<file path="config.mk">
export PLATFORM = sky130hd
export DESIGN_NAME = waterlight_sequencer_flat
export DESIGN_NICKNAME = d
export VERILOG_FILES = /design/src/rtl/waterlight_sequencer_pkg.sv /design/src/rtl/waterlight_sequencer_if.sv /design/src/rtl/waterlight_sequencer_step_ram.sv /design/src/rtl/waterlight_sequencer.sv /design/src/flat_wrapper.sv
export SDC_FILE = /design/constraint.sdc
export NUM_CORES = 1
export LEC_CHECK = 0
export ABC_AREA = 1
export BUFFER_PORTS_ARGS = -buffer_cell sky130_fd_sc_hd__buf_2
export CAP_MARGIN = 20
export CELL_PAD_IN_SITES_DETAIL_PLACEMENT = 0
export CELL_PAD_IN_SITES_GLOBAL_PLACEMENT = 1
export CORE_MARGIN = 2
export CORE_UTILIZATION = 44
export DETAILED_ROUTE_END_ITERATION = 16
export PLACE_DENSITY = 0.83
export SYNTH_ARGS = -nofsm -noshare
export SYNTH_HDL_FRONTEND = slang
export SYNTH_SLANG_ARGS = --single-unit
</file>
<file path="constraint.sdc">
create_clock -name clk -period 3.1 [get_ports clk]
set_clock_uncertainty 0.1 [all_clocks]
set_input_delay 0.62 -clock clk [delete_from_list [all_inputs] [get_ports clk]]
set_output_delay 0.62 -clock clk [all_outputs]
set_load 0.005 [all_outputs]
</file>
<file path="src/rtl/waterlight_sequencer_pkg.sv">
// waterlight_pkg: shared mode constants, speed floor and sequencer state type
package waterlight_pkg;
  localparam logic [1:0] MODE_OFF = 2'b00;
  localparam logic [1:0] MODE_1 = 2'b01;
  localparam logic [1:0] MODE_2 = 2'b10;
  localparam logic [1:0] MODE_3 = 2'b11;
  localparam int SPEED_MIN = 2;
  typedef enum logic {IDLE, RUN} state_t;
endpackage

</file>
<file path="src/rtl/waterlight_sequencer_if.sv">
// waterlight_sequencer_if: bridge-side table/control bus plus the WaterLight drive and status lines
interface waterlight_sequencer_if #(parameter int STEPS = 8, parameter int SPEED_W = 32, parameter int REP_W = 8);
  localparam int AW = $clog2(STEPS);
  logic cfg_we;
  logic [AW-1:0] cfg_addr;
  logic [1:0] cfg_mode;
  logic [SPEED_W-1:0] cfg_speed;
  logic [REP_W-1:0] cfg_repeat;
  logic [AW:0] num_steps;
  logic loop_en;
  logic ctrl_start;
  logic ctrl_stop;
  logic [1:0] WaterLight_mode;
  logic [SPEED_W-1:0] WaterLight_speed;
  logic busy;
  logic [AW-1:0] step_idx;
  logic done;
  logic cfg_err;
  modport master(output cfg_we, cfg_addr, cfg_mode, cfg_speed, cfg_repeat, num_steps, loop_en, ctrl_start, ctrl_stop,
                 input WaterLight_mode, WaterLight_speed, busy, step_idx, done, cfg_err);
  modport slave(input cfg_we, cfg_addr, cfg_mode, cfg_speed, cfg_repeat, num_steps, loop_en, ctrl_start, ctrl_stop,
                output WaterLight_mode, WaterLight_speed, busy, step_idx, done, cfg_err);
endinterface

</file>
<file path="src/rtl/waterlight_sequencer_step_ram.sv">
// waterlight_step_ram: step table with a speed-floor write check and two async read ports
module waterlight_step_ram import waterlight_pkg::*; #(
  parameter int STEPS = 8,
  parameter int SPEED_W = 32,
  parameter int REP_W = 8,
  localparam int AW = $clog2(STEPS)
) (
  input  logic               clk,
  input  logic               RST,
  input  logic               we,
  input  logic [AW-1:0]      wr_addr,
  input  logic [1:0]         wr_mode,
  input  logic [SPEED_W-1:0] wr_speed,
  input  logic [REP_W-1:0]   wr_repeat,
  input  logic [AW-1:0]      rd_addr,
  output logic [1:0]         rd0_mode,
  output logic [SPEED_W-1:0] rd0_speed,
  output logic [REP_W-1:0]   rd0_repeat,
  output logic [1:0]         rd1_mode,
  output logic [SPEED_W-1:0] rd1_speed,
  output logic [REP_W-1:0]   rd1_repeat,
  output logic               wr_err
);
  logic [1:0] mode_q [STEPS];
  logic [SPEED_W-1:0] speed_q [STEPS];
  logic [REP_W-1:0] rep_q [STEPS];
  logic ok;
  assign ok = wr_speed >= SPEED_W'(SPEED_MIN);
  // Speeds below the floor would let WaterLight's counter overrun its compare, so such writes are dropped and flagged
  always_ff @(posedge clk)
    if (RST) begin
      for (int i = 0; i < STEPS; i++) begin
        mode_q[i] <= MODE_OFF;
        speed_q[i] <= SPEED_W'(SPEED_MIN);
        rep_q[i] <= REP_W'(1);
      end
      wr_err <= 1'b0;
    end else begin
      wr_err <= we & ~ok;
      if (we & ok) begin
        mode_q[wr_addr] <= wr_mode;
        speed_q[wr_addr] <= wr_speed;
        rep_q[wr_addr] <= wr_repeat;
      end
    end
  assign rd0_mode = mode_q[0];
  assign rd0_speed = speed_q[0];
  assign rd0_repeat = rep_q[0];
  assign rd1_mode = mode_q[rd_addr];
  assign rd1_speed = speed_q[rd_addr];
  assign rd1_repeat = rep_q[rd_addr];
endmodule

</file>
<file path="src/rtl/waterlight_sequencer.sv">
// waterlight_sequencer: plays a table of (mode, speed, repeat) steps into WaterLight, paced by LEDclk rises
module waterlight_sequencer import waterlight_pkg::*; #(
  parameter int STEPS = 8,
  parameter int SPEED_W = 32,
  parameter int REP_W = 8
) (
  input logic clk,
  input logic RST,
  input logic LEDclk,
  waterlight_sequencer_if.slave bus
);
  localparam int AW = $clog2(STEPS);
  state_t state;
  logic ledclk_q, rise, loop_q, start_ok, at_last, start_err, ram_err;
  logic [AW:0] num_q;
  logic [AW-1:0] nxt_idx;
  logic [REP_W-1:0] rep_cnt, rep0, rep1, ram_rep0, ram_rep1;
  logic [1:0] mode0, mode1;
  logic [SPEED_W-1:0] speed0, speed1;
  waterlight_step_ram #(.STEPS(STEPS), .SPEED_W(SPEED_W), .REP_W(REP_W)) u_ram (
    .clk(clk), .RST(RST), .we(bus.cfg_we), .wr_addr(bus.cfg_addr), .wr_mode(bus.cfg_mode),
    .wr_speed(bus.cfg_speed), .wr_repeat(bus.cfg_repeat), .rd_addr(nxt_idx),
    .rd0_mode(mode0), .rd0_speed(speed0), .rd0_repeat(ram_rep0),
    .rd1_mode(mode1), .rd1_speed(speed1), .rd1_repeat(ram_rep1), .wr_err(ram_err)
  );
  assign rise = LEDclk & ~ledclk_q;
  assign at_last = {1'b0, bus.step_idx} == num_q - 1'b1;
  assign nxt_idx = at_last ? '0 : bus.step_idx + 1'b1;
  assign rep0 = ram_rep0 == '0 ? REP_W'(1) : ram_rep0;
  assign rep1 = ram_rep1 == '0 ? REP_W'(1) : ram_rep1;
  assign start_ok = bus.ctrl_start & ~bus.ctrl_stop & (bus.num_steps != '0) & (bus.num_steps <= (AW+1)'(STEPS));
  assign bus.cfg_err = ram_err | start_err;
  // Sequencer FSM: stop beats everything, start loads step 0, each LEDclk rise counts down the current step
  always_ff @(posedge clk)
    if (RST) begin
      state <= IDLE;
      ledclk_q <= 1'b0;
      rep_cnt <= '0;
      num_q <= '0;
      loop_q <= 1'b0;
      start_err <= 1'b0;
      bus.WaterLight_mode <= MODE_OFF;
      bus.WaterLight_speed <= SPEED_W'(SPEED_MIN);
      bus.busy <= 1'b0;
      bus.step_idx <= '0;
      bus.done <= 1'b0;
    end else begin
      ledclk_q <= LEDclk;
      bus.done <= 1'b0;
      start_err <= 1'b0;
      if (bus.ctrl_stop) begin
        state <= IDLE;
        bus.WaterLight_mode <= MODE_OFF;
        bus.busy <= 1'b0;
        bus.step_idx <= '0;
      end else if (state == IDLE) begin
        if (start_ok) begin
          state <= RUN;
          bus.WaterLight_mode <= mode0;
          bus.WaterLight_speed <= speed0;
          rep_cnt <= rep0;
          bus.step_idx <= '0;
          bus.busy <= 1'b1;
          num_q <= bus.num_steps;
          loop_q <= bus.loop_en;
        end else start_err <= bus.ctrl_start;
      end else if (rise) begin
        if (rep_cnt > REP_W'(1)) rep_cnt <= rep_cnt - 1'b1;
        else if (at_last & ~loop_q) begin
          state <= IDLE;
          bus.WaterLight_mode <= MODE_OFF;
          bus.busy <= 1'b0;
          bus.step_idx <= '0;
          bus.done <= 1'b1;
        end else begin
          bus.step_idx <= nxt_idx;
          bus.WaterLight_mode <= mode1;
          bus.WaterLight_speed <= speed1;
          rep_cnt <= rep1;
        end
      end
    end
endmodule

</file>
<file path="src/flat_wrapper.sv">
// flat-port wrapper written by rule: the top's interface ports become plain ports
module waterlight_sequencer_flat import waterlight_pkg::*;
#(
  parameter int STEPS = 8,
  parameter int SPEED_W = 32,
  parameter int REP_W = 8
)
  (clk, RST, LEDclk, bus_cfg_we, bus_cfg_addr, bus_cfg_mode, bus_cfg_speed, bus_cfg_repeat, bus_num_steps, bus_loop_en, bus_ctrl_start, bus_ctrl_stop, bus_WaterLight_mode, bus_WaterLight_speed, bus_busy, bus_step_idx, bus_done, bus_cfg_err);
  waterlight_sequencer_if #(.STEPS(STEPS), .SPEED_W(SPEED_W), .REP_W(REP_W)) bus_i ();
  input logic clk;
  input logic RST;
  input logic LEDclk;
  input wire logic [$bits(bus_i.cfg_we)-1:0] bus_cfg_we;
  input wire logic [$bits(bus_i.cfg_addr)-1:0] bus_cfg_addr;
  input wire logic [$bits(bus_i.cfg_mode)-1:0] bus_cfg_mode;
  input wire logic [$bits(bus_i.cfg_speed)-1:0] bus_cfg_speed;
  input wire logic [$bits(bus_i.cfg_repeat)-1:0] bus_cfg_repeat;
  input wire logic [$bits(bus_i.num_steps)-1:0] bus_num_steps;
  input wire logic [$bits(bus_i.loop_en)-1:0] bus_loop_en;
  input wire logic [$bits(bus_i.ctrl_start)-1:0] bus_ctrl_start;
  input wire logic [$bits(bus_i.ctrl_stop)-1:0] bus_ctrl_stop;
  output wire logic [$bits(bus_i.WaterLight_mode)-1:0] bus_WaterLight_mode;
  output wire logic [$bits(bus_i.WaterLight_speed)-1:0] bus_WaterLight_speed;
  output wire logic [$bits(bus_i.busy)-1:0] bus_busy;
  output wire logic [$bits(bus_i.step_idx)-1:0] bus_step_idx;
  output wire logic [$bits(bus_i.done)-1:0] bus_done;
  output wire logic [$bits(bus_i.cfg_err)-1:0] bus_cfg_err;
  assign bus_i.cfg_we = bus_cfg_we;
  assign bus_i.cfg_addr = bus_cfg_addr;
  assign bus_i.cfg_mode = bus_cfg_mode;
  assign bus_i.cfg_speed = bus_cfg_speed;
  assign bus_i.cfg_repeat = bus_cfg_repeat;
  assign bus_i.num_steps = bus_num_steps;
  assign bus_i.loop_en = bus_loop_en;
  assign bus_i.ctrl_start = bus_ctrl_start;
  assign bus_i.ctrl_stop = bus_ctrl_stop;
  assign bus_WaterLight_mode = bus_i.WaterLight_mode;
  assign bus_WaterLight_speed = bus_i.WaterLight_speed;
  assign bus_busy = bus_i.busy;
  assign bus_step_idx = bus_i.step_idx;
  assign bus_done = bus_i.done;
  assign bus_cfg_err = bus_i.cfg_err;
  waterlight_sequencer #(.STEPS(STEPS), .SPEED_W(SPEED_W), .REP_W(REP_W)) u_core (.clk(clk), .RST(RST), .LEDclk(LEDclk), .bus(bus_i));
endmodule
</file>
==> results of run 1 <==
-- stage by stage --
step	hold WS (ns)	utilization, %	std cells	cell area, um2
6_report	0.1718	51.94	2459	20640
5_1_grt	0.1836	51.94	2459	20640
3_5_place_dp	0.3706	48.50	2381	19270
4_1_cts	0.1565	51.94	2459	20640
3_3_place_gp	0.3600	48.50	2381	19270
2_1_floorplan	0.3447	-	1785	17680
-- flip-flops by register name, indices dropped and copies added, names as in the netlist, 2 cells and up --
name and flops:
u_core.u_ram.speed_q 256, u_core.num_q 4, u_core.bus.step_idx 3, u_core.bus.WaterLight_mode 2
u_core.rep_cnt 8, u_core.u_ram.rep_q 64, u_core.bus.WaterLight_speed 32, u_core.u_ram.mode_q 16
-- how the worst max path moves through the flow --
stage                 startpoint                               to  slack, ns  depth (start not counted)
2_1_floorplan  bus_cfg_speed[12]        u_core.u_ram.mode_q[0][0]      -0.20                         10
3_3_place_gp   bus_cfg_speed[24]      u_core.u_ram.speed_q[2][18]       0.31                         11
3_5_place_dp     u_core.num_q[0]  u_core.bus.WaterLight_speed[30]       0.25                         11
4_1_cts          u_core.num_q[0]  u_core.bus.WaterLight_speed[30]       0.26                         11
5_1_grt          u_core.num_q[0]  u_core.bus.WaterLight_speed[30]       0.06                         11
6_report         u_core.num_q[0]  u_core.bus.WaterLight_speed[30]       0.24                         11
-- kinds of logic (layout without fill, tap and decap cells) --
group | Yosys count | count (layout) | share of synthesized area, %
AO/OA/AOI/OAI | 299 | 299 | 10.55
XOR/XNOR | 4 | 4 | 0.1982
adder cells (fa/ha/maj) | 4 | 4 | 0.2831
buffers and inverters | 254 | 403 | 5.903
flip-flops | 392 | 392 | 63.42
AND/OR/NAND/NOR | 832 | 832 | 19.64
-- area by class of cell --
type                            instances  area, um2  area share, %
Inverter                              141      531.8          2.577
Clock buffer                           57       1169          5.663
Multi-Input combinational cell       1139       5453          26.42
Timing Repair Buffer                  184       1419          6.875
Sequential cell                       392      11210          54.32
Tap cell                              525      656.9          3.183
Clock inverter                         21      197.7         0.9579
-- report_power, final --
| part | internal, mW | total (mW) | switching [mW] |
|---|---|---|---|
| registers | 6.04 | 6.14 | 0.106 |
| clock network | 2.90 | 4.99 | 2.09 |
| logic | 0.279 | 0.807 | 0.527 |
-- synthesized netlist by cell type (8+ instances only) --
master,count
sky130_fd_sc_hd__clkbuf_1,67
sky130_fd_sc_hd__o2111ai_1,14
sky130_fd_sc_hd__o31ai_1,32
sky130_fd_sc_hd__buf_4,8
sky130_fd_sc_hd__edfxtp_1,336
sky130_fd_sc_hd__a21oi_1,56
sky130_fd_sc_hd__inv_1,106
sky130_fd_sc_hd__o21ai_0,85
sky130_fd_sc_hd__nand2_1,178
sky130_fd_sc_hd__buf_2,33
sky130_fd_sc_hd__o22ai_1,38
sky130_fd_sc_hd__nand4_1,8
sky130_fd_sc_hd__nor2_1,490
sky130_fd_sc_hd__o211ai_1,66
sky130_fd_sc_hd__clkinv_1,27
sky130_fd_sc_hd__or2_2,46
sky130_fd_sc_hd__nand3_1,82
sky130_fd_sc_hd__dfxtp_1,56
sky130_fd_sc_hd__nand3b_1,8
-- cell usage in the layout, fill, tap and decap left out, types with 2 or more instances in the layout --
cell type / n
sky130_fd_sc_hd__a21oi_1: 56
sky130_fd_sc_hd__a221oi_1: 4
sky130_fd_sc_hd__a31oi_1: 2
sky130_fd_sc_hd__buf_12: 22
sky130_fd_sc_hd__buf_2: 95
sky130_fd_sc_hd__buf_4: 67
sky130_fd_sc_hd__bufinv_16: 3
sky130_fd_sc_hd__clkbuf_1: 10
sky130_fd_sc_hd__clkbuf_16: 43
sky130_fd_sc_hd__clkbuf_8: 4
sky130_fd_sc_hd__clkinv_1: 33
sky130_fd_sc_hd__clkinv_2: 9
sky130_fd_sc_hd__clkinv_8: 2
sky130_fd_sc_hd__dfxtp_1: 56
sky130_fd_sc_hd__edfxtp_1: 336
sky130_fd_sc_hd__ha_1: 4
sky130_fd_sc_hd__inv_1: 105
sky130_fd_sc_hd__inv_2: 8
sky130_fd_sc_hd__nand2_1: 170
sky130_fd_sc_hd__nand2_2: 10
sky130_fd_sc_hd__nand2_4: 2
sky130_fd_sc_hd__nand3_1: 82
sky130_fd_sc_hd__nand3b_1: 8
sky130_fd_sc_hd__nand4_1: 8
sky130_fd_sc_hd__nor2_1: 488
sky130_fd_sc_hd__nor2_2: 5
sky130_fd_sc_hd__nor3_1: 4
sky130_fd_sc_hd__nor4_1: 3
sky130_fd_sc_hd__o2111ai_1: 14
sky130_fd_sc_hd__o211ai_1: 66
sky130_fd_sc_hd__o21ai_0: 85
sky130_fd_sc_hd__o22ai_1: 38
sky130_fd_sc_hd__o31ai_1: 32
sky130_fd_sc_hd__or2_2: 46
sky130_fd_sc_hd__xnor2_1: 3
-- worst max-delay path, stage by stage (launching register included) --
cell	delay [ns]
sky130_fd_sc_hd__dfxtp_1	0.32
sky130_fd_sc_hd__inv_1	0.09
sky130_fd_sc_hd__ha_1	0.32
sky130_fd_sc_hd__xnor2_1	0.18
sky130_fd_sc_hd__nor2_2	0.07
sky130_fd_sc_hd__nand3_4	0.14
sky130_fd_sc_hd__nand2_2	0.12
sky130_fd_sc_hd__nor2_4	0.86
sky130_fd_sc_hd__nand2_1	0.14
sky130_fd_sc_hd__nand3_1	0.26
sky130_fd_sc_hd__o211ai_1	0.13
sky130_fd_sc_hd__inv_1	0.08
-- layer usage --
layer,track usage (%),wire (um)
met3,4.560,4341
met1,31.65,20030
met2,39.67,23640
met4,8.722,1568
met5,0,0
==> flow_summary.yaml, run 1 <==
die:
  floorplan.die.width_um: 204.4
  initial_cell_density_of_the_core_pct: 44.49
  die_area_mm2: 0.04179
  rows: 73
  chipHeight_um: 204.4
  core_region_area_mm2: 0.03973
  io-pin-count: 96
yosys:
  synth.lib_cells_used.distinct: 41
  dominant_cells_by_area_after_synthesis: "sky130_fd_sc_hd__edfxtp_1, sky130_fd_sc_hd__nor2_1, sky130_fd_sc_hd__dfxtp_1, sky130_fd_sc_hd__nand2_1, sky130_fd_sc_hd__o211ai_1"
  synthesis.yosys.warnings: 0
  netlist_instances: 1785
  synth.net_count: 1845
  synth-seq-area-share_pct: 63.42
  post_synth_edffs: 336
  synth_largest_area_cell: "sky130_fd_sc_hd__edfxtp_1"
  synth_top_area_share_pct: 57.08
  synth-seq-cells: 392
  syn_avg_cell_area_um2: 9.903
  async_reset_ff_share_pct: 0
  netlist_area_mm2: 0.01768
  top_ff_cell_synth: "sky130_fd_sc_hd__edfxtp_1"
sta:
  max_freq_ghz: 0.3492
  unrepaired_setup_endpoints_after_global_routing: "false"
  timing_hold_violations_final: 0
  setup-violations-final: 0
  slew_viol_final: 0
  min_period_over_period_pct: 92.39
  max-slew-margin-rel_pct: 24.41
  tightestPinTransition_ns: 1.131
  fin_tns_setup_ns: 0
  layout_setup_ws_ns: 0.2359
  timing.final.crit_period_ns: 2.864
hold_path:
  worstHoldPathCells: 3
  worstHoldPathType: "in2reg"
  worst_hold_path.endpoint: "u_core.ledclk_q"
  worst_hold_startpoint: "LEDclk"
power_and_ir_drop:
  post-layout-total-power_mw: 11.94
  irDropWorstVdd_mv: 0.3975
  leakagePower_nw: 8.009
  power.density_mw_per_mm2: 578.5
drt:
  via_count: 13760
  route.detailed.drc: 0
  antenna_violating_nets_post_route: 0
  viasPerCell: 5.595
  firstDrtPassIters: 6
  drt-wirelength-per-cell_um: 20.17
  detail_route.wirelength_um: 49590
  first_iter_violations: 1333
global_routing:
  grt_antenna_before_repair: 0
  gr-usage-all-layers_pct: 24.04
  first_pass_grt_wire_length_um: 76640
  grt_max_degree: 73
  number_of_global_route_vias_before_repair: 13560
  globalRouteOverflowTotal: 0
cells_and_area:
  post_route_cells_drive_above_1_share_pct: 16.65
  total_inserted_antenna_cells: 0
  filler_cell_count: 3554
  nets: 1960
  syn_to_final_growth_pct: 16.75
placed_design:
  io_buffers: 95
  place_ws_ns: 0.2522
  routabilityCongestion: 0.8758
  post-dp-hpwl_um: 30740
setup_path:
  reg2reg_depth: 11
  critPathMaxFanout: 33
  crit-reg2reg-launch: "u_core.num_q[0]"
  worstSetupEndpointType: "flip-flop"
  cp_data_arrival_time_ns: 3.27
  setup.reg_to_reg.worst_slack_ns: 0.24
  critPathRequiredTime_ns: 3.51
  setup.worst_path.class: "reg2reg"
  r2r-end: "u_core.bus.WaterLight_speed[30]"
  startpoint_type: "flip-flop"
clock_tree:
  clockRootBuffer: "sky130_fd_sc_hd__clkbuf_16"
  cts_resized: 0
  cts_buffers: 42
  cts.path.max_buffers: 3
  cts_hold_buffers: 0
  post-cts-setup-buffer-count: 0
  worst_setup_hold_path_clk_slew_ns: 0.06
  tritoncts: "yes"
  clock_sinks: 392
  htree_levels: 2
  clock_insertion_delay_worst_skew_ns: 0.57
outcome:
  status: "complete, no violations"
flow_run:
  maxCapViolations: 0
Note: power is estimated with default switching activity, not from simulation.
==> inputs of run 2 (changes only) <==
--- a/config.mk
+++ b/config.mk
@@ -10,7 +10,6 @@
 export CAP_MARGIN = 20
 export CELL_PAD_IN_SITES_DETAIL_PLACEMENT = 0
 export CELL_PAD_IN_SITES_GLOBAL_PLACEMENT = 1
-export CORE_MARGIN = 2
 export CORE_UTILIZATION = 44
 export DETAILED_ROUTE_END_ITERATION = 16
 export PLACE_DENSITY = 0.83
==> run 2 against run 1 <==
Against the previous run: the flow now finishes with violations (design-rule violations); non-clock buffer count increased by 8; sequential power is essentially flat; die area shrank 1.9%; register-to-register slack better by 0.03 ns; via count up 0.82%; setup slack better by 0.032 ns; utilization rose by 0.15 points; flip-flop and latch count stayed put; maximum frequency rose by 1.1%; final cell count is 0.16% higher; power down 1.2%; largest power group unchanged; highest routed layer unchanged.
==> flow_summary.yaml, run 2 (synthesized netlist as in run 1, its figures left out) <==
cells_and_area:
  design_area_mm2: 0.02065
  reg_top3: "u_core.u_ram.speed_q x256, u_core.u_ram.rep_q x64, u_core.bus.WaterLight_speed x32"
  post_route_cells_drive_above_1_share_pct: 16.62
  total_inserted_antenna_cells: 0
  nets: 1968
  syn_to_final_growth_pct: 16.81
  final_cell_mix: "sky130_fd_sc_hd__nor2_1, sky130_fd_sc_hd__edfxtp_1, sky130_fd_sc_hd__nand2_1, sky130_fd_sc_hd__inv_1, sky130_fd_sc_hd__buf_2"
  final_cell_count_no_fill: 2463
  registers.top_by_ff_count: "u_core.u_ram.speed_q"
  flip_flop_count_of_the_largest_register_after_layout: 256
  final_common_cell: "sky130_fd_sc_hd__nor2_1"
  filler_cell_count: 3556
sta:
  timing_hold_violations_final: 0
  slew_viol_final: 0
  min_period_over_period_pct: 91.37
  max_freq_ghz: 0.3530
  setup-violations-final: 0
  timing.final.crit_period_ns: 2.833
  unrepaired_setup_endpoints_after_global_routing: "false"
  max-slew-margin-rel_pct: 38.08
  tightestPinTransition_ns: 0.9288
die:
  die_area_mm2: 0.04098
  initial_cell_density_of_the_core_pct: 44.59
  chipHeight_um: 202.4
  io-pin-count: 96
  rows: 73
  floorplan.die.width_um: 202.4
  core_region_area_mm2: 0.03964
global_routing:
  gr-usage-all-layers_pct: 24.97
  grt_antenna_before_repair: 0
  number_of_global_route_vias_before_repair: 13380
  grt_max_degree: 72
  globalRouteOverflowTotal: 0
  first_pass_grt_wire_length_um: 77710
clock_tree:
  clockRootBuffer: "sky130_fd_sc_hd__clkbuf_16"
  clock_insertion_delay_worst_skew_ns: 0.57
  htree_levels: 2
  cts_hold_buffers: 0
  worst_setup_hold_path_clk_slew_ns: 0.06
  tritoncts: "yes"
  cts_buffers: 42
  post-cts-setup-buffer-count: 0
  cts.path.max_buffers: 3
  cts_resized: 0
  clock_sinks: 392
placed_design:
  dp_cells: 2389
  placed_cell_area_mm2: 0.01936
  io_buffers: 95
  post-dp-hpwl_um: 31330
  routabilityCongestion: 0.8431
setup_path:
  setup.worst_path.class: "reg2reg"
  r2r-end: "u_core.bus.WaterLight_speed[25]"
  startpoint_type: "flip-flop"
  critPathMaxFanout: 20
  crit-reg2reg-launch: "u_core.num_q[0]"
  critPathRequiredTime_ns: 3.49
  setup.reg_to_reg.worst_slack_ns: 0.27
  reg2reg_depth: 15
  cp_data_arrival_time_ns: 3.23
  worstSetupEndpointType: "flip-flop"
drt:
  route.detailed.drc: 1
  viasPerCell: 5.632
  drt-wirelength-per-cell_um: 20.74
  firstDrtPassIters: 11
  first_iter_violations: 1485
  antenna_violating_nets_post_route: 0
  via_count: 13870
  detail_route.wirelength_um: 51090
hold_path:
  worst_hold_path.endpoint: "u_core.ledclk_q"
  worstHoldPathCells: 3
  worst_hold_startpoint: "LEDclk"
  worstHoldPathType: "in2reg"
flow_run:
  maxCapViolations: 0
power_and_ir_drop:
  leakagePower_nw: 8.014
  power.density_mw_per_mm2: 570.9
  irDropWorstVdd_mv: 0.4161
outcome:
  violations_in_the_final_reports: "design-rule violations"
  status: "complete, but fails checks"
==> run 2: cell count changes in the layout (fill, tap and decap cells not counted), moves of 4 or more <==
cell | previous run | this run
sky130_fd_sc_hd__clkbuf_1 | 10 | 18
sky130_fd_sc_hd__clkinv_1 | 33 | 29
sky130_fd_sc_hd__buf_4 | 67 | 73
sky130_fd_sc_hd__clkinv_2 | 9 | 5
==> run 2: report_power, final <==
group / switching (mW) / internal [mW] / total [mW]
registers: 0.107 / 6.04 / 6.14
logic: 0.536 / 0.285 / 0.821
clock network: 2.04 / 2.79 / 4.83
==> run 2: final cells by class <==
cell class	instances	area (um2)	share of cell area (%)
well taps	525	656.9	3.181
multi-input cells	1139	5453	26.41
flip-flops and latches	392	11210	54.29
repair buffers	192	1504	7.283
clock inverters	9	71.32	0.3454
clock buffers	65	1221	5.914
inverters	141	531.8	2.575
==> run 2: worst max-delay path by stage <==
stage / from / to / slack (ns)
3_5_place_dp: bus_cfg_speed[12] / u_core.u_ram.rep_q[0][3] / 0.04
5_1_grt: u_core.num_q[0] / u_core.bus.WaterLight_speed[28] / 0.04
6_report: u_core.num_q[0] / u_core.bus.WaterLight_speed[25] / 0.27
3_3_place_gp: bus_cfg_speed[13] / u_core.u_ram.speed_q[2][15] / 0.06
4_1_cts: u_core.num_q[0] / u_core.bus.WaterLight_speed[25] / 0.27
2_1_floorplan: bus_cfg_speed[12] / u_core.u_ram.mode_q[0][0] / -0.20
==> run 2: layer usage <==
layer	vias to the layer above	GRT usage, %	share of wire (%)
met2	634	40.01	47
met4	0	11.55	4.0
met3	121	3.386	8.2
met5	-	0	0
met1	6774	33.73	41
li1	6343	-	-
==> run 2: per-stage QoR <==
stage	total power, mW	hold slack (ns)	worst slack [ns]	util [%]	setup TNS [ns]
6_report	11.79	0.1766	0.2675	52.09	0
5_1_grt	12.13	0.2031	0.04434	52.09	0
4_1_cts	11.82	0.1705	0.2724	52.09	0
3_5_place_dp	7.066	0.3782	0.04161	48.83	0
3_3_place_gp	7.041	0.3682	0.05508	48.83	0
2_1_floorplan	6.679	0.3447	-0.1975	-	-52.34
==> run 2: critical path: stages, from the launching register on <==
cell and delay (ns):
sky130_fd_sc_hd__dfxtp_1 0.33, sky130_fd_sc_hd__inv_1 0.09, sky130_fd_sc_hd__ha_1 0.31, sky130_fd_sc_hd__xnor2_1 0.13
sky130_fd_sc_hd__nor2_2 0.13, sky130_fd_sc_hd__nand3_4 0.14, sky130_fd_sc_hd__nor2_2 0.17, sky130_fd_sc_hd__inv_2 0.08
sky130_fd_sc_hd__nor2_2 0.14, sky130_fd_sc_hd__nor3_4 0.07, sky130_fd_sc_hd__inv_2 0.39, sky130_fd_sc_hd__buf_4 0.32
sky130_fd_sc_hd__a21oi_1 0.06, sky130_fd_sc_hd__nand3_1 0.13, sky130_fd_sc_hd__o211ai_1 0.11, sky130_fd_sc_hd__inv_1 0.07
==> inputs of run 3 (changes only) <==
--- a/config.mk
+++ b/config.mk
@@ -8,11 +8,9 @@
 export ABC_AREA = 1
 export BUFFER_PORTS_ARGS = -buffer_cell sky130_fd_sc_hd__buf_2
 export CAP_MARGIN = 20
-export CELL_PAD_IN_SITES_DETAIL_PLACEMENT = 0
-export CELL_PAD_IN_SITES_GLOBAL_PLACEMENT = 1
-export CORE_UTILIZATION = 44
+export CORE_UTILIZATION = 55
 export DETAILED_ROUTE_END_ITERATION = 16
-export PLACE_DENSITY = 0.83
+export PLACE_DENSITY = 0.79
 export SYNTH_ARGS = -nofsm -noshare
 export SYNTH_HDL_FRONTEND = slang
 export SYNTH_SLANG_ARGS = --single-unit
==> constraint.sdc (replaced) <==
create_clock -name clk -period 3.66 [get_ports clk]
set_clock_uncertainty 0.1 [all_clocks]
set_input_delay 0.732 -clock clk [delete_from_list [all_inputs] [get_ports clk]]
set_output_delay 0.732 -clock clk [all_outputs]
set_load 0.01 [all_outputs]
==> run 3 against run 2 <==
Against the previous run: power decreased by 15%; sequential power fell by 15%; global-route usage grew 4.7 points; via count increased by 0.84%; flip-flop and latch count unchanged; the run now ends clean; register-to-register slack gained 0.23 ns; utilization rose by 12 points; largest cell class unchanged.
==> flow_summary.yaml, run 3 (synthesized netlist as in run 1, its figures left out) <==
outcome:
  status: "complete, no violations"
cells_and_area:
  nets: 1939
  registers.top_by_ff_count: "u_core.u_ram.speed_q"
  final_cell_mix: "sky130_fd_sc_hd__nor2_1, sky130_fd_sc_hd__edfxtp_1, sky130_fd_sc_hd__nand2_1, sky130_fd_sc_hd__inv_1, sky130_fd_sc_hd__buf_2"
  final_common_cell: "sky130_fd_sc_hd__nor2_1"
  reg_top3: "u_core.u_ram.speed_q x256, u_core.u_ram.rep_q x64, u_core.bus.WaterLight_speed x32"
  total_inserted_antenna_cells: 0
  filler_cell_count: 2404
  syn_to_final_growth_pct: 14.12
  design_area_mm2: 0.02017
  post_route_cells_drive_above_1_share_pct: 15.61
  flip_flop_count_of_the_largest_register_after_layout: 256
  finalCoreUtilization_pct: 63.93
sta:
  max-slew-margin-rel_pct: 42.63
  timing.final.crit_period_ns: 3.158
  min_period_over_period_pct: 86.28
  setup-violations-final: 0
  fin_tns_setup_ns: 0
  tightestPinTransition_ns: 0.8606
  unrepaired_setup_endpoints_after_global_routing: "false"
  slew_viol_final: 0
  timing_hold_violations_final: 0
  max_freq_ghz: 0.3167
placed_design:
  routabilityCongestion: 0.8962
  placed_cell_area_mm2: 0.01880
  io_buffers: 95
  post-dp-hpwl_um: 28140
clock_tree:
  post-cts-setup-buffer-count: 0
  cts_buffers: 40
  worst_setup_hold_path_clk_slew_ns: 0.06
  tritoncts: "yes"
  htree_levels: 2
  cts_resized: 0
  cts.path.max_buffers: 3
  clock_sinks: 392
  clockRootBuffer: "sky130_fd_sc_hd__clkbuf_16"
  cts_hold_buffers: 0
  clock_insertion_delay_worst_skew_ns: 0.52
global_routing:
  grt_max_degree: 84
  first_pass_grt_wire_length_um: 74680
  gr-usage-all-layers_pct: 29.65
  number_of_global_route_vias_before_repair: 13600
  globalRouteOverflowTotal: 0
  grt_antenna_before_repair: 0
  globalRouteMet1Util_pct: 38.58
  grt_util_met3_pct: 6.188
  routing_layer_with_the_top_usage_in_global_route: "met2"
  grtUsageMet2_pct: 48.18
die:
  chipHeight_um: 181.3
  core_region_area_mm2: 0.03156
  io-pin-count: 96
  rows: 65
  floorplan.die.width_um: 181.3
  die_area_mm2: 0.03286
  initial_cell_density_of_the_core_pct: 56.02
power_and_ir_drop:
  leakagePower_nw: 7.842
  power.density_mw_per_mm2: 498.4
  irDropWorstVdd_mv: 0.3381
drt:
  detail_route.wirelength_um: 48730
  viasPerCell: 6.053
  antenna_violating_nets_post_route: 0
  drt-wirelength-per-cell_um: 21.08
  via_count: 13990
  route.detailed.drc: 0
  first_iter_violations: 1972
  firstDrtPassIters: 6
hold_path:
  worst_hold_startpoint: "LEDclk"
  worstHoldPathType: "in2reg"
  worstHoldPathCells: 3
  worst_hold_path.endpoint: "u_core.ledclk_q"
setup_path:
  critical-path-top-delay-family: "buffers and inverters"
  worstSetupEndpointType: "flip-flop"
  startpoint_type: "flip-flop"
  worstPathBufferInverterCount: 4
  setup.reg_to_reg.worst_slack_ns: 0.50
  crit_slowest_cell: "sky130_fd_sc_hd__buf_4"
  critPathMaxFanout: 51
  crit-reg2reg-launch: "u_core.num_q[0]"
  cp_data_arrival_time_ns: 3.53
  critical_path.cell_chain: "inv_1 -> ha_1 -> xnor2_1 -> nor2_2 -> nand3_4 -> nand2_4 -> inv_2 -> buf_4 -> o21ai_0 -> o22ai_1 -> nand2_1 -> nand3_1 -> o211ai_1 -> inv_1"
  max_stage_delay_ns: 0.51
  critPathRequiredTime_ns: 4.03
  path_common_cell: "sky130_fd_sc_hd__inv_1"
  setup.worst_path.class: "reg2reg"
  r2r-end: "u_core.bus.WaterLight_speed[26]"
  reg2reg_depth: 14
flow_run:
  maxCapViolations: 0
==> run 3: cell types whose count changed in the layout (fill, tap and decap cells not counted) <==
cell and change:
sky130_fd_sc_hd__clkbuf_16 -2, sky130_fd_sc_hd__clkinv_1 +2, sky130_fd_sc_hd__buf_16 +1, sky130_fd_sc_hd__buf_12 -15, sky130_fd_sc_hd__clkinv_4 +1, sky130_fd_sc_hd__bufinv_16 +3
sky130_fd_sc_hd__buf_4 -13, sky130_fd_sc_hd__inv_6 -1, sky130_fd_sc_hd__clkbuf_8 +2, sky130_fd_sc_hd__clkbuf_1 -7
==> run 3: report_power, final <==
part,switching [mW],internal (mW)
combinational,0.457,0.219
clock,1.67,2.51
sequential,0.0924,5.11
==> run 3: area by class of cell <==
class / count / area (um2) / share of cell area (%)
flip-flops and latches: 392 / 11210 / 55.57
multi-input cells: 1139 / 5453 / 27.03
clock buffers: 58 / 1172 / 5.812
repair buffers: 165 / 1134 / 5.619
inverters: 141 / 531.8 / 2.636
well taps: 402 / 503.0 / 2.493
clock inverters: 14 / 168.9 / 0.8373
==> run 3: worst reg2reg max path: cells and delay by family (launching register included) <==
family | cells | cell delay [ns]
and+or+nand+nor | 5 | 0.77
adders and majority gates | 1 | 0.31
buffers and inverters | 4 | 0.84
AOI/OAI and AO/OA | 3 | 0.54
DFF | 1 | 0.33
xor gates and xnor gates | 1 | 0.20
==> run 3: metrics by stage <==
step / total power [mW] / hold slack, ns / std cells / worst slack, ns
global route: 10.31 / 0.3363 / 2311 / 0.3333
CTS: 10.05 / 0.3107 / 2310 / 0.5471
global placement: 5.926 / 0.3620 / 2238 / 0.4846
detailed placement: 5.953 / 0.3721 / 2238 / 0.3736
finish: 10.05 / 0.3240 / 2311 / 0.5021
floorplan: 5.665 / 0.3447 / 1785 / 0.2505
==> run 3: worst max path at each step <==
stage	start	end	slack [ns]	cells after the start
after floorplan	bus_cfg_speed[12]	u_core.u_ram.mode_q[0][0]	0.25	10
after global placement	bus_cfg_speed[26]	u_core.u_ram.speed_q[5][31]	0.48	10
after detailed placement	bus_cfg_speed[30]	u_core.u_ram.speed_q[5][10]	0.37	10
after CTS	u_core.num_q[0]	u_core.bus.WaterLight_speed[26]	0.55	14
after global routing	u_core.num_q[0]	u_core.bus.WaterLight_speed[14]	0.33	14
final	u_core.num_q[0]	u_core.bus.WaterLight_speed[26]	0.50	14
==> run 3: routing by layer <==
layer | wire length, um | vias to the layer above
met4 | 1873 | 0
met3 | 5813 | 128
met5 | 0 | -
met1 | 17790 | 6586
li1 | - | 6294
met2 | 23250 | 981
